--- config.mk ---
export PLATFORM = sky130hd
export DESIGN_NAME = id_ex_stage
export DESIGN_NICKNAME = d
export VERILOG_FILES = /design/src/rtl/mips_pkg.sv /design/src/rtl/alu_control_dec.sv /design/src/rtl/id_ex_stage.sv
export SDC_FILE = /design/constraint.sdc
export NUM_CORES = 1
export LEC_CHECK = 0
export ABC_AREA = 1
export ABC_CLOCK_PERIOD_IN_PS = 5000
export CORE_MARGIN = 8
export CORE_UTILIZATION = 38
export CTS_CLUSTER_DIAMETER = 60
export DETAILED_ROUTE_END_ITERATION = 6
export MAX_ROUTING_LAYER = met4
export PLACE_DENSITY = 0.81
export SLEW_MARGIN = 20
export SYNTH_ARGS = -nofsm -noshare
export SYNTH_HDL_FRONTEND = slang
export SYNTH_SLANG_ARGS = --single-unit
--- constraint.sdc ---
create_clock -name clk -period 5 [get_ports clk]
set_input_delay 1 -clock clk [delete_from_list [all_inputs] [get_ports clk]]
set_output_delay 1 -clock clk [all_outputs]
set_load 0.005 [all_outputs]
--- src/rtl/mips_pkg.sv ---
// Shared MIPS-32 datapath definitions: ALUOp codes, funct constants,
// ALU control encodings and default operand/register-address widths.
package mips_pkg;

  localparam int DATA_W_DEFAULT = 32;
  localparam int REG_AW_DEFAULT = 5;

  typedef enum logic [1:0] {
    ALU_OP_ADD   = 2'b00,
    ALU_OP_SUB   = 2'b01,
    ALU_OP_RTYPE = 2'b10,
    ALU_OP_RSVD  = 2'b11
  } alu_op_e;

  localparam logic [5:0] FUNCT_ADD = 6'b100000;
  localparam logic [5:0] FUNCT_SUB = 6'b100010;
  localparam logic [5:0] FUNCT_AND = 6'b100100;
  localparam logic [5:0] FUNCT_OR  = 6'b100101;
  localparam logic [5:0] FUNCT_SLT = 6'b101010;
  localparam logic [5:0] FUNCT_NOR = 6'b100111;

  // Control word driven onto the ALU: {A_invert, B_negate, Operation}.
  typedef struct packed {
    logic       a_invert;
    logic       b_negate;
    logic [1:0] operation;
  } alu_ctrl_t;

  localparam alu_ctrl_t ALU_CTRL_AND = 4'b0000;
  localparam alu_ctrl_t ALU_CTRL_OR  = 4'b0001;
  localparam alu_ctrl_t ALU_CTRL_ADD = 4'b0010;
  localparam alu_ctrl_t ALU_CTRL_SUB = 4'b0110;
  localparam alu_ctrl_t ALU_CTRL_SLT = 4'b0111;
  localparam alu_ctrl_t ALU_CTRL_NOR = 4'b1100;

endpackage

--- src/rtl/alu_control_dec.sv ---
// Combinational ALUOp/funct decode into the ALU control word. Unsupported
// encodings fall back to ADD and raise illegal.
module alu_control_dec
  import mips_pkg::*;
(
  input  logic [1:0] alu_op,
  input  logic [5:0] funct,
  output alu_ctrl_t  ctrl,
  output logic       illegal
);

  always_comb begin
    ctrl    = ALU_CTRL_ADD;
    illegal = 1'b0;
    case (alu_op)
      ALU_OP_ADD: ctrl = ALU_CTRL_ADD;
      ALU_OP_SUB: ctrl = ALU_CTRL_SUB;
      ALU_OP_RTYPE: begin
        case (funct)
          FUNCT_ADD: ctrl = ALU_CTRL_ADD;
          FUNCT_SUB: ctrl = ALU_CTRL_SUB;
          FUNCT_AND: ctrl = ALU_CTRL_AND;
          FUNCT_OR:  ctrl = ALU_CTRL_OR;
          FUNCT_SLT: ctrl = ALU_CTRL_SLT;
          FUNCT_NOR: ctrl = ALU_CTRL_NOR;
          default: begin
            ctrl    = ALU_CTRL_ADD;
            illegal = 1'b1;
          end
        endcase
      end
      default: begin
        ctrl    = ALU_CTRL_ADD;
        illegal = 1'b1;
      end
    endcase
  end

endmodule

--- src/rtl/id_ex_stage.sv ---
// ID/EX pipeline register feeding the ALU: registered operands/control,
// optional EX/MEM + MEM/WB forwarding enabled by ID_EX_FORWARDING_EN.
module id_ex_stage
  import mips_pkg::*;
#(
  parameter int DATA_W = DATA_W_DEFAULT,
  parameter int REG_AW = REG_AW_DEFAULT
) (
  input  logic              clk,
  input  logic              rst,
  input  logic              in_valid,
  output logic              in_ready,
  input  logic [DATA_W-1:0] id_rs_data,
  input  logic [DATA_W-1:0] id_rt_data,
  input  logic [DATA_W-1:0] id_imm,
  input  logic [REG_AW-1:0] id_rs,
  input  logic [REG_AW-1:0] id_rt,
  input  logic [REG_AW-1:0] id_rd,
  input  logic [1:0]        id_alu_op,
  input  logic [5:0]        id_funct,
  input  logic              id_alu_src,
  input  logic              id_reg_dst,
  input  logic              id_reg_write,
  input  logic              flush,
  input  logic              ex_ready,
  input  logic              exmem_reg_write,
  input  logic [REG_AW-1:0] exmem_rd,
  input  logic [DATA_W-1:0] exmem_result,
  input  logic              memwb_reg_write,
  input  logic [REG_AW-1:0] memwb_rd,
  input  logic [DATA_W-1:0] memwb_data,
  output logic              ex_valid,
  output logic [DATA_W-1:0] alu_a,
  output logic [DATA_W-1:0] alu_b,
  output logic              alu_a_invert,
  output logic              alu_b_negate,
  output logic [1:0]        alu_operation,
  output logic [REG_AW-1:0] ex_dest,
  output logic              ex_reg_write,
  output logic              ex_illegal
);

  // Handshake: a transfer into EX happens on a cycle with in_valid & in_ready.
  // in_ready depends only on EX occupancy and ex_ready (never on flush or
  // in_valid); flush squashes the transfer and empties EX at the next edge.
  alu_ctrl_t         id_ctrl;
  logic              id_illegal;
  logic              load;

  logic [DATA_W-1:0] rs_data_q;
  logic [DATA_W-1:0] rt_data_q;
  logic [DATA_W-1:0] imm_q;
  logic [REG_AW-1:0] rs_q;
  logic [REG_AW-1:0] rt_q;
  logic [REG_AW-1:0] dest_q;
  logic              alu_src_q;
  logic              reg_write_q;
  logic              illegal_q;
  alu_ctrl_t         ctrl_q;

  logic [DATA_W-1:0] fwd_rs;
  logic [DATA_W-1:0] fwd_rt;

  alu_control_dec u_alu_control_dec (
    .alu_op  (id_alu_op),
    .funct   (id_funct),
    .ctrl    (id_ctrl),
    .illegal (id_illegal)
  );

  assign in_ready = !ex_valid || ex_ready;
  assign load     = in_valid && in_ready && !flush;

  always_ff @(posedge clk or posedge rst) begin
    if (rst) begin
      ex_valid <= 1'b0;
    end else if (flush) begin
      ex_valid <= 1'b0;
    end else if (load) begin
      ex_valid <= 1'b1;
    end else if (ex_ready) begin
      ex_valid <= 1'b0;
    end
  end

  // Payload only moves on a load, so a stalled instruction stays frozen.
  always_ff @(posedge clk or posedge rst) begin
    if (rst) begin
      rs_data_q   <= '0;
      rt_data_q   <= '0;
      imm_q       <= '0;
      rs_q        <= '0;
      rt_q        <= '0;
      dest_q      <= '0;
      alu_src_q   <= 1'b0;
      reg_write_q <= 1'b0;
      illegal_q   <= 1'b0;
      ctrl_q      <= ALU_CTRL_ADD;
    end else if (load) begin
      rs_data_q   <= id_rs_data;
      rt_data_q   <= id_rt_data;
      imm_q       <= id_imm;
      rs_q        <= id_rs;
      rt_q        <= id_rt;
      dest_q      <= id_reg_dst ? id_rd : id_rt;
      alu_src_q   <= id_alu_src;
      reg_write_q <= id_reg_write;
      illegal_q   <= id_illegal;
      ctrl_q      <= id_ctrl;
    end
  end

`ifdef ID_EX_FORWARDING_EN
  // EX/MEM is the younger producer, so it wins over MEM/WB; $zero never forwards.
  always_comb begin
    fwd_rs = rs_data_q;
    if (exmem_reg_write && (exmem_rd == rs_q) && (rs_q != '0)) begin
      fwd_rs = exmem_result;
    end else if (memwb_reg_write && (memwb_rd == rs_q) && (rs_q != '0)) begin
      fwd_rs = memwb_data;
    end
  end

  always_comb begin
    fwd_rt = rt_data_q;
    if (exmem_reg_write && (exmem_rd == rt_q) && (rt_q != '0)) begin
      fwd_rt = exmem_result;
    end else if (memwb_reg_write && (memwb_rd == rt_q) && (rt_q != '0)) begin
      fwd_rt = memwb_data;
    end
  end
`else
  // Hazards are covered by hazard-unit stalls; forward sources are ignored.
  logic unused_fwd;
  assign unused_fwd = ^{exmem_reg_write, exmem_rd, exmem_result,
                        memwb_reg_write, memwb_rd, memwb_data, rs_q, rt_q};
  assign fwd_rs = rs_data_q;
  assign fwd_rt = rt_data_q;
`endif

  assign alu_a         = fwd_rs;
  assign alu_b         = alu_src_q ? imm_q : fwd_rt;
  assign alu_a_invert  = ctrl_q.a_invert;
  assign alu_b_negate  = ctrl_q.b_negate;
  assign alu_operation = ctrl_q.operation;
  assign ex_dest       = dest_q;
  assign ex_reg_write  = ex_valid && reg_write_q;
  assign ex_illegal    = ex_valid && illegal_q;

endmodule

== Yosys cells after proc, flatten, opt, wreduce, memory -nomap -nowiden ==
Index checks and enable logic that the tools add are counted.
Operators by class
  reduce and logical (&&, ||, !) cells: 11
  muxes and demuxes: 9
  equal/unequal tests: 8
Operators by type and width (count)
  == test 6 bit, second input constant: 6
  two-way mux 32 bit: 1
  case mux 4 bit (5 select lines): 1
  case mux 4 bit (2 select lines): 1
  OR reduction 6 bit: 1
  two-way mux 5 bit: 1
  logical AND 1 bit: 4
  two-way mux 1 bit: 4
  nonzero test 3 bit: 1
  == test 2 x 1 -> 1 bit, second input constant: 1
  == test 2 bit, second input constant: 1
  zero test 1 bit: 2
  zero test 2 bit: 1
  case mux 1 bit (2 select lines): 1
  OR reduction 2 bit: 1
  logical OR 1 bit: 1
Storage, ports and cells
  register bits after elaboration: 109
  logic and storage cells: 39
  input port bits: 203
  output and inout port bits: 77

== Depth between registers and ports, before layout ==
Gate-level depths: netlist of run 1.
  word-level depth: 6
  mapped depth: 9
  depth with buffers taken out: 7

== Modules after synthesis ==
From an unflattened synthesis of run 1, not the netlist that was laid out.
Unflattened totals
  cells, all modules: 644
  area total of the unflattened synthesis: 5052.3 sq um
By module, submodules not included
  id_ex_stage: area an instance 4823.4 sq um, instances 1, cells an instance 601, sequential area each 2728.9 sq um
  alu_control_dec: area an instance 229.0 sq um, instances 1, cells an instance 43, sequential area each 0.0 sq um

== Worst setup path after synthesis of run 1 ==
No wires, ideal clock.
  kind: input-to-output
  from: input ex_ready
  to: output in_ready
  stages on the path: 2
  path slack: 2.858 ns
  data required time: 4.000 ns
  path buffers: 0
  arrival: 1.142 ns
  cells stage by stage: nor2_2 inv_2
On the way
  longest elaborated chain between the ends: 1
Ends and longest elaborated chain
  start, declared: line id_ex_stage.sv:25  | input logic ex_ready,
  logical OR 1 bit: line id_ex_stage.sv:71  | assign in_ready = !ex_valid || ex_ready;
  end, declared: line id_ex_stage.sv:12  | output logic in_ready,
No other way between the ends.

== Worst setup path in the final report of run 1 ==
  from: register alu_src_q
  to: output alu_b[29]
On the way
  longest elaborated chain between the ends: 1
Ends and longest elaborated chain
  start, declared: line id_ex_stage.sv:56  | logic alu_src_q;
  start signal, assigned: line id_ex_stage.sv:106  | alu_src_q <= id_alu_src;
  two-way mux 32 bit: line id_ex_stage.sv:142  | assign alu_b = alu_src_q ? imm_q : fwd_rt;
  end, declared: line id_ex_stage.sv:34  | output logic [DATA_W-1:0] alu_b,
No other way between the ends.

==> results.rst, run 1 <==
.. list-table::
   :header-rows: 1

   * - Metric
     - Value
   * - Detail Route Antenna Nets
     - 0
   * - Via count of the first global-routing pass
     - 4,112
   * - Starting density of the core
     - 38.4%
   * - Average cell area after synthesis
     - ~8.2 um2
   * - Synth warnings
     - 0
   * - CP Max Fanout
     - 65
   * - Number of max-cap violations
     - 0
   * - Arr. time, crit path
     - 2.19 ns
   * - Total routed wirelength
     - 13,100 um
   * - Post-cts repair resize count
     - 0
   * - Flip-flop and latch count after synthesis
     - roughly 110
   * - Number of setup violations in the final report
     - 0
   * - Kind of critical path
     - reg2out
   * - Fmax achieved
     - 314 MHz
   * - Share of the clock period used by the worst path after layout
     - between 60% and 70%
   * - Global-route layer with the greatest usage
     - met2
   * - Clock skew
     - 0.00530 ns
   * - Static leakage power
     - 3.38 nW
   * - Routability congestion estimate from global placement
     - 0.799
   * - Cell chain of the critical path
     - nand2_1 -> o21ai_0 -> clkdlybuf4s50_1
   * - Total of buffers placed on input and output ports
     - 198
   * - TritonCTS clock tree
     - yes
   * - CTS HTree Levels
     - 3
   * - DRC Markers
     - 0
   * - Number of nets at the end of the flow
     - 969
   * - # diodes
     - 0
   * - Class of the tightest hold or removal check
     - reg2reg
   * - Number of hold buffers added after cts
     - 0
   * - Total clock buffers created by CTS
     - 9
   * - Total setup buffers inserted after CTS
     - 0
   * - Top post-synthesis cells by count
     - 285 x nand2_1, 108 x dfrtp_1, 63 x o21ai_0
   * - Cells taking the most area after synthesis
     - dfrtp_1 56%, nand2_1 22%, o21ai_0 6.6%
   * - Area grow syn2layout
     - 48.0%
   * - Met3 capacity usage during global routing
     - 4.78%
   * - Fillers
     - 1,116
   * - Final hold slack
     - about 0.48 ns
   * - DIE AREA
     - 0.0164 mm2
   * - Core Rows
     - 41
   * - Top-count cell post-synth
     - nand2_1
   * - CTS clk-pin slew, worst paths
     - 0.07 ns
   * - CP startpoint kind
     - flip-flop
   * - Maximum count of clock buffers along a single path
     - 2
   * - Number of vias after detailed routing
     - 4,198
   * - Largest net degree at the start of global routing
     - 83
   * - Setup TNS Final
     - 0 ns
   * - Number of instances in the synthesized netlist
     - 582
   * - Wire length of the first global-routing pass
     - 21,100 um
   * - Result of the run
     - finished, final reports clean
   * - Max_slew headroom
     - 33.7%
   * - Vertical die dimension
     - 128 um
   * - Iteration-0 DRC Markers
     - 267
   * - Total standard cell area after synthesis
     - 0.00479 mm2
   * - Async S/R FF share, synth
     - 100%
   * - Core box area
     - 0.0125 mm2
   * - Biggest cell delay along the critical path
     - 1.02 ns
   * - Synth top area share
     - between 50% and 60%
   * - Register area share after synthesis
     - ~57%
   * - Required arrival time at the worst endpoint
     - roughly 4.0 ns
   * - Placed Instance Area
     - 0.00681 mm2
   * - Place WS
     - 1.89 ns
   * - Global router's overall resource usage
     - 16.7%
   * - Cell with the largest stage delay on the worst path
     - dfrtp_2
   * - Die outline width
     - 128 um
   * - Setup repair after global routing missed its margin
     - no
   * - Family with the most delay on the worst path
     - flip-flops
   * - Post-DP HPWL
     - 9340 um
   * - Sinks on Clock Net
     - 109
   * - Initial antenna violation count
     - 0
   * - Fin. max-slew vios
     - 0
   * - WL/cell
     - ~14 um
   * - Sum of overflow across all layers after global routing
     - 0
   * - 1st-pass router iterations
     - 4
   * - Avg Vias per Cell
     - 4.47
   * - Number of endpoints with negative hold slack in the final report
     - 0
   * - Dominant synthesized flop cell
     - dfrtp_1
   * - Design Area, Final
     - 0.00709 mm2
   * - Fraction of layout cells with a size suffix above 1
     - 4.30%
   * - Met2 Use GR
     - 25.2%
   * - Cell type with the largest total area after synthesis
     - dfrtp_1
   * - Worst voltage drop across the vdd grid
     - 0.148 mV
   * - Number of ports placed on the die boundary
     - 280
   * - Synthesized netlist net count
     - 788
   * - Worst Max-Slew Pin Slew
     - 0.994 ns
   * - Latest clock arrival within the worst-skew pair
     - roughly 0.34 ns
   * - Total power per unit cell area
     - 328 mW/mm2
   * - Met1 routing resource usage after global routing
     - 20.3%
   * - Number of synthesized flops with an enable pin
     - 0
   * - Number of buffers and inverters on the critical path
     - 1
   * - Final critical-path setup slack
     - 1.81 ns
   * - Clock root buffer
     - clkbuf_16
   * - Distinct cells, synth
     - 26
   * - Critical Path End Type
     - output port
   * - Time the worst path needs with I/O delays and setup
     - 3.19 ns
power breakdown:
| part | leakage (nW) | internal, W | switching [W] |
|---|---|---|---|
| logic | 1.89 | 0.000337 | 0.000230 |
| clock network | 0.141 | 0.000361 | 0.000310 |
| registers | 1.35 | 0.00101 | 0.0000764 |
cell type report:
| cell class | instances | area [um2] | share of cell area (%) |
|---|---|---|---|
| timing repair buffer | 201 | 2020 | 28.5 |
| tap | 172 | 215 | 3.04 |
| inverter | 52 | 200 | 2.83 |
| multi-input combinational | 390 | 1650 | 23.2 |
| clock inverter | 4 | 23.8 | 0.336 |
| sequential | 109 | 2730 | 38.5 |
| clock buffer | 11 | 253 | 3.57 |
registers in the layout, summed over array words and instances, names as in the netlist:
register       cells
alu_b_negate       1
alu_a             32
illegal_q          1
alu_src_q          1
ex_dest            5
alu_operation      2
ex_valid           1
reg_write_q        1
alu_a_invert       1
imm_q             32
fwd_rt            32
cell families (layout without fill, tap and decap cells):
group / Yosys count / count (layout) / share of synthesized area, %
AND/OR/NAND/NOR: 306 / 306 / 24.5
flip-flops: 109 / 109 / 57.0
buffers and inverters: 83 / 268 / 8.62
AO/OA/AOI/OAI: 81 / 81 / 9.07
adder cells (fa/ha/maj): 3 / 3 / 0.784
metal layers:
metal	wire length [um]	share of wire (%)	up-vias
li1	-	-	2140
met1	5530	42	1895
met2	6060	46	138
met3	1100	8.4	25
met4	371	2.8	0
met5	0	0	-
stage by stage:
| step | utilization (%) | cells | power (W) |
|---|---|---|---|
| floorplan | - | 582 | 0.00132 |
| global placement | 54.6 | 924 | 0.00167 |
| detailed placement | 54.6 | 924 | 0.00168 |
| CTS | 56.8 | 939 | 0.00236 |
| global route | 56.8 | 939 | 0.00246 |
| finish | 56.8 | 939 | 0.00233 |
worst register-to-register path, delay by kind of cell, from the launching register on:
family / cells / cell delay (ns)
AND/OR/NAND/NOR: 3 / 0.28
buffers and inverters: 3 / 0.82
AO/OA/AOI/OAI: 2 / 0.24
flip-flops: 1 / 0.43
path summary, 6_finish.rpt:
path,start,end,slack [ns],cells after the start
max,alu_src_q,alu_b[29],1.81,3
min,alu_a[10],alu_a[10],0.48,2
max reg2reg,ex_valid,alu_b_negate,3.12,8
min reg2reg,alu_a[10],alu_a[10],0.48,2
max in group asynchronous,rst,imm_q[17],2.78,3
min in group asynchronous,rst,alu_a[20],1.21,2
cells in the final DEF, fill, tap and decap left out, drive strengths merged, types with 2 or more instances in the layout:
master and n:
a21oi 3, buf 3, clkbuf 11, clkdlybuf4s50 198
clkinv 4, dfrtp 108, ha 3, inv 52
nand2 286, nand3 2, nand4 2, nor2 13
nor3 2, o21ai 76
Power figures use the tool's default switching activity.
==> run 2, diff against run 1 <==
- ABC_CLOCK_PERIOD_IN_PS: 5000 -> 2770
- CORE_UTILIZATION: 38 -> 34
- PLACE_DENSITY: 0.81 -> 0.76
- clock period: 5 -> 2.77 ns (I/O delays scaled with it)
==> run 2 against run 1 <==
- utilization shrank 4.7 points
- sequential power grew 78%
- clock power grew 98%
- worst hold slack gained 0.0029 ns
- final cell count grew 1.5%
- sequential share of layout area shrank 0.69 points
- non-clock buffer count grew 5
- global-route usage shrank 0.88 points
- largest cell class unchanged
==> results.rst, run 2 (synthesized netlist as in run 1, its figures left out) <==
.. list-table::
   :header-rows: 1

   * - Metric
     - Value
   * - Result of the run
     - finished, final reports clean
   * - Total power per unit cell area
     - 604 mW/mm2
   * - Hold EP
     - alu_operation[0]
   * - Routability congestion estimate from global placement
     - between 0.7 and 0.8
   * - Setup repair after global routing missed its margin
     - no
   * - Share of the clock period used by the worst path after layout
     - between 80% and 90%
   * - Switching share of total power
     - between 20% and 30%
   * - Final critical-path setup slack
     - 0.316 ns
   * - Worst voltage drop across the vdd grid
     - 0.345 mV
   * - WL/cell
     - 14.4 um
   * - Commonest cells after routing, fill and taps aside
     - 285 x nand2_1, 198 x clkdlybuf4s50_1, 107 x dfrtp_1
   * - Via count of the first global-routing pass
     - 4,262
   * - Largest net degree at the start of global routing
     - 73
   * - Share of total power in the clock network
     - 30.6%
   * - Post-DP HPWL
     - between 9000 and 10,000 um
   * - Number of max-cap violations
     - 0
   * - Cells on Worst Hold Path
     - 2
   * - Fmax achieved
     - 407 MHz
   * - Max_slew headroom
     - between 60% and 70%
   * - Total setup buffers inserted after CTS
     - 0
   * - CTS HTree Levels
     - 3
   * - Hold Crit Start
     - alu_operation[0]
   * - DIE AREA
     - 0.0181 mm2
   * - Total routed wirelength
     - approximately 14,000 um
   * - Reg2reg start
     - ex_valid
   * - Most common cell after layout, fill and taps aside
     - nand2_1
   * - Comb power frac
     - 24.9%
   * - Place WS
     - just under 0.6 ns
   * - Avg Vias per Cell
     - 4.43
   * - Detail Route Antenna Nets
     - 0
   * - Latest clock arrival within the worst-skew pair
     - ~0.35 ns
   * - TritonCTS clock tree
     - yes
   * - Terminus of the critical flop-to-flop path
     - fwd_rt[24]
   * - Sinks on Clock Net
     - around 110
   * - DRC Markers
     - 0
   * - Fin cells
     - 953
   * - Number of hold buffers added after cts
     - 0
   * - Fin. max-slew vios
     - 0
   * - Setup TNS Final
     - 0 ns
   * - Core Rows
     - 43
   * - # diodes
     - 0
   * - Internal reg-to-reg setup slack
     - 1.29 ns
   * - Number of setup violations in the final report
     - 0
   * - CP startpoint kind
     - flip-flop
   * - Fillers
     - 1,340
   * - Cell Count Post-Placement
     - approximately 940
   * - 1st-pass router iterations
     - 6
   * - Number of vias after detailed routing
     - 4,222
   * - Internal Pwr Total
     - 0.00317 W
   * - Net Switching
     - around 0.0012 W
   * - Vertical die dimension
     - 135 um
   * - Post-cts repair resize count
     - 0
   * - Time the worst path needs with I/O delays and setup
     - 2.45 ns
   * - Clock root buffer
     - clkbuf_16
   * - Global router's overall resource usage
     - 15.8%
   * - Arr. time, crit path
     - 1.90 ns
   * - Initial antenna violation count
     - 0
   * - Die outline width
     - 135 um
   * - Required arrival time at the worst endpoint
     - 2.22 ns
   * - Number of cell instances on the worst register-to-register path
     - 7
   * - Fraction of layout cells with a size suffix above 1
     - under 10%
   * - Worst Max-Slew Pin Slew
     - 0.511 ns
   * - Static leakage power
     - 3.42 nW
   * - Post-layout util
     - around 52%
   * - CP Max Fanout
     - 52
   * - Sequential share of power
     - 44.5%
   * - Total of buffers placed on input and output ports
     - just under 200
   * - Maximum count of clock buffers along a single path
     - 2
   * - Core box area
     - 0.0138 mm2
   * - CTS clk-pin slew, worst paths
     - 0.07 ns
   * - Sum of overflow across all layers after global routing
     - 0
   * - Critical Path End Type
     - output port
   * - Number of nets at the end of the flow
     - about 970
   * - Kind of critical path
     - reg2out
   * - Iteration-0 DRC Markers
     - 197
   * - Starting density of the core
     - 34.6%
   * - Class of the tightest hold or removal check
     - reg2reg
   * - Area grow syn2layout
     - 50.7%
   * - Final hold slack
     - 0.481 ns
   * - Clock skew
     - 0.00726 ns
   * - Number of ports placed on the die boundary
     - 280
   * - Number of endpoints with negative hold slack in the final report
     - 0
   * - Total clock buffers created by CTS
     - 9
   * - Wire length of the first global-routing pass
     - 22,000 um
run 2: through the flow:
stage / total power [W] / instance area (um2)
2_1_floorplan: 0.00238 / 4790
3_3_place_gp: 0.00304 / 6910
3_5_place_dp: 0.00307 / 6910
4_1_cts: 0.00443 / 7210
5_1_grt: 0.00462 / 7210
6_report: 0.00435 / 7210
run 2: final cells by class:
type	count	area, um2	share of cell area, %
clock buffer	9	225	3.12
clock inverter	7	81.3	1.13
inverter	52	201	2.79
multi-input combinational	390	1650	22.8
sequential	109	2730	37.8
tap	180	225	3.12
timing repair buffer	206	2100	29.2
run 2: power groups by stage:
stage | Sequential, W | Combinational, W | Clock, W
finish | 0.00194 | 0.00108 | 0.00133
CTS | 0.00194 | 0.00111 | 0.00138
detailed placement | 0.00197 | 0.00110 | 0
floorplan | 0.00195 | 0.000427 | 0
global placement | 0.00196 | 0.00108 | 0
global route | 0.00197 | 0.00121 | 0.00144
run 2: worst max-delay path by stage:
stage	startpoint	to	depth (start not counted)
floorplan	rst	alu_a[0]	1
global placement	ex_ready	in_ready	4
detailed placement	ex_ready	in_ready	4
CTS	alu_src_q	alu_b[12]	4
global route	alu_src_q	alu_b[12]	4
finish	alu_src_q	alu_b[12]	4
run 2: metal layers:
layer | part of all wire, % | global-route usage (%) | routed length (um) | vias up
li1 | - | - | - | 2153
met1 | 44 | 19.3 | 6080 | 1902
met2 | 44 | 23.3 | 6080 | 150
met3 | 9.3 | 6.76 | 1270 | 17
met4 | 1.8 | 4.49 | 252 | 0
met5 | 0 | - | 0 | -
run 2: critical path: stages, from the launching register on:
cell and delay (ns):
dfrtp_2 0.53, buf_12 0.26, nand2_1 0.08, o21ai_0 0.10, clkdlybuf4s50_1 0.57
==> run 3, diff against run 2 <==
- ABC_CLOCK_PERIOD_IN_PS: 2770 -> 2000
- CTS_CLUSTER_DIAMETER: 60 -> unset
- clock period: 2.77 -> 2 ns (I/O delays scaled with it)
==> run 3 against run 2 <==
- worst hold slack worse by 0.17 ns
- utilization up 0.70 points
- total power up 36%
- routed wire length up 2.8%
- largest power group unchanged
==> results.rst, run 3 (synthesized netlist as in run 1, its figures left out) <==
.. list-table::
   :header-rows: 1

   * - Metric
     - Value
   * - Result of the run
     - finished, final reports clean
   * - CTS HTree Levels
     - 3
   * - Number of setup violations in the final report
     - 0
   * - Required arrival time at the worst endpoint
     - 1.60 ns
   * - Number of endpoints with negative hold slack in the final report
     - 0
   * - Sum of overflow across all layers after global routing
     - 0
   * - Total routed wirelength
     - 14,100 um
   * - Latest clock arrival within the worst-skew pair
     - approximately 0.34 ns
   * - Total power per unit cell area
     - 807 mW/mm2
   * - Placed Instance Area
     - 0.00697 mm2
   * - Family with the most delay on the worst path
     - buffers and inverters
   * - DIE AREA
     - 0.0181 mm2
   * - Detail Route Antenna Nets
     - 0
   * - Worst path depth
     - 4
   * - Starting density of the core
     - about a third
   * - Sinks on Clock Net
     - 109
   * - Largest net degree at the start of global routing
     - 60
   * - Terminus of the critical flop-to-flop path
     - alu_a[19]
   * - Iteration-0 DRC Markers
     - 246
   * - Wire length of the first global-routing pass
     - 22,000 um
   * - Arr. time, crit path
     - 1.56 ns
   * - Termination of the worst setup path
     - alu_b[8]
   * - Number of max-cap violations
     - 0
   * - WL/cell
     - 14.6 um
   * - Worst Max-Slew Pin Slew
     - between 0.4 and 0.5 ns
   * - Number of vias after detailed routing
     - 4,281
   * - Cell with the largest stage delay on the worst path
     - dfrtp_2
   * - Commonest cells after routing, fill and taps aside
     - 285 x nand2_1, 166 x clkdlybuf4s50_1, 107 x dfrtp_1
   * - Worst setup path startpoint
     - alu_src_q
   * - Number of hold buffers added after cts
     - 0
   * - Fraction of layout cells with a size suffix above 1
     - slightly below 8%
   * - CTS clk-pin slew, worst paths
     - 0.07 ns
   * - DRC Markers
     - 0
   * - Number of buffers and inverters on the critical path
     - 3
   * - Static leakage power
     - 3.57 nW
   * - Number of cell instances on the worst register-to-register path
     - 7
   * - TritonCTS clock tree
     - yes
   * - Post-DP HPWL
     - around 10000 um
   * - Reg2reg start
     - ex_valid
   * - Kind of critical path
     - reg2out
   * - Biggest cell delay along the critical path
     - 0.45 ns
   * - Fin cells
     - 961
   * - Number of nets at the end of the flow
     - 982
   * - Setup repair after global routing missed its margin
     - yes
   * - Die outline width
     - 135 um
   * - Cell Count Post-Placement
     - 940
   * - Global router's overall resource usage
     - 15.9%
   * - Avg Vias per Cell
     - 4.45
   * - 1st-pass router iterations
     - 6
   * - Clock skew
     - approximately 0.0047 ns
   * - Initial antenna violation count
     - 0
   * - Vertical die dimension
     - 135 um
   * - Share of the clock period used by the worst path after layout
     - between 90% and 100%
   * - Critical Path End Type
     - output port
   * - Area grow syn2layout
     - 52.7%
   * - Fin. max-slew vios
     - 0
   * - Core box area
     - 0.0138 mm2
   * - Time the worst path needs with I/O delays and setup
     - approximately 2.0 ns
   * - Fmax achieved
     - between 500 and 600 MHz
   * - Final hold slack
     - 0.310 ns
   * - CP startpoint kind
     - flip-flop
   * - Via count of the first global-routing pass
     - between 4,000 and 5,000
   * - Clock root buffer
     - clkbuf_16
   * - Routability congestion estimate from global placement
     - 0.796
   * - Design Area, Final
     - 0.00731 mm2
   * - Worst voltage drop across the vdd grid
     - 0.371 mV
   * - # diodes
     - 0
   * - Class of the tightest hold or removal check
     - in2async
   * - Total clock buffers created by CTS
     - 9
   * - Internal reg-to-reg setup slack
     - 0.59 ns
   * - Core Rows
     - between 40 and 50
   * - Most common cell after layout, fill and taps aside
     - nand2_1
   * - Maximum count of clock buffers along a single path
     - 2
   * - Max_slew headroom
     - 72.1%
   * - Number of ports placed on the die boundary
     - 280
   * - CP Max Fanout
     - 16
   * - Total of buffers placed on input and output ports
     - slightly below 200
   * - Cell chain of the critical path
     - buf_12 -> bufbuf_16 -> o21ai_1 -> clkdlybuf4s15_2
==> run 3: layout make-up <==
cell class | count | area, um2
Clock buffer | 13 | 260
Clock inverter | 3 | 20.0
Fill cell | 1273 | 6520
Inverter | 52 | 201
Multi-Input combinational cell | 390 | 1650
Sequential cell | 109 | 2730
Tap cell | 180 | 225
Timing Repair Buffer | 214 | 2220
==> run 3: how the worst min path moves through the flow <==
| stage | startpoint | endpoint | slack [ns] | cells past startpoint |
|---|---|---|---|---|
| 6_report | rst | fwd_rt[17] | 0.31 | 2 |
| 3_5_place_dp | alu_a[15] | alu_a[15] | 0.46 | 2 |
| 2_1_floorplan | imm_q[12] | imm_q[12] | 0.45 | 2 |
| 3_3_place_gp | alu_a[14] | alu_a[14] | 0.46 | 2 |
| 4_1_cts | rst | fwd_rt[17] | 0.30 | 2 |
| 5_1_grt | rst | fwd_rt[17] | 0.31 | 2 |
==> run 3: metrics by stage <==
| stage | total power, W | TNS (ns) | util (%) | worst slack (ns) |
|---|---|---|---|---|
| floorplan | 0.00329 | 0 | - | 0.285 |
| detailed placement | 0.00426 | 0 | 50.4 | 0.112 |
| global route | 0.00628 | -0.106 | 52.9 | -0.0352 |
| CTS | 0.00597 | -0.193 | 52.6 | -0.0988 |
| global placement | 0.00423 | 0 | 50.4 | 0.126 |
| finish | 0.00590 | 0 | 52.9 | 0.0353 |
==> run 3: metal layers <==
| layer | share of wire [%] | vias up | global-route usage [%] | routed length [um] |
|---|---|---|---|---|
| met4 | 2.0 | 0 | 6.30 | 278 |
| met2 | 45 | 139 | 22.9 | 6390 |
| li1 | - | 2167 | - | - |
| met1 | 45 | 1958 | 20.6 | 6310 |
| met3 | 7.7 | 17 | 4.35 | 1080 |
| met5 | 0 | - | - | 0 |
==> run 3: where the power goes <==
part | total, W | leakage (nW) | internal [W] | switching, W
clock | 0.00170 | 0.132 | 0.000913 | 0.000783
sequential | 0.00268 | 1.35 | 0.00253 | 0.000150
combinational | 0.00153 | 2.09 | 0.000859 | 0.000668
==> run 3: repair_timing <==
action | CTS | global route
buffers inserted | 1 | 1
resized for setup | 71 | 15
gates cloned | 2 | 1
pin swaps | 0 | 0
endpoints found under the setup margin | 32 | 9
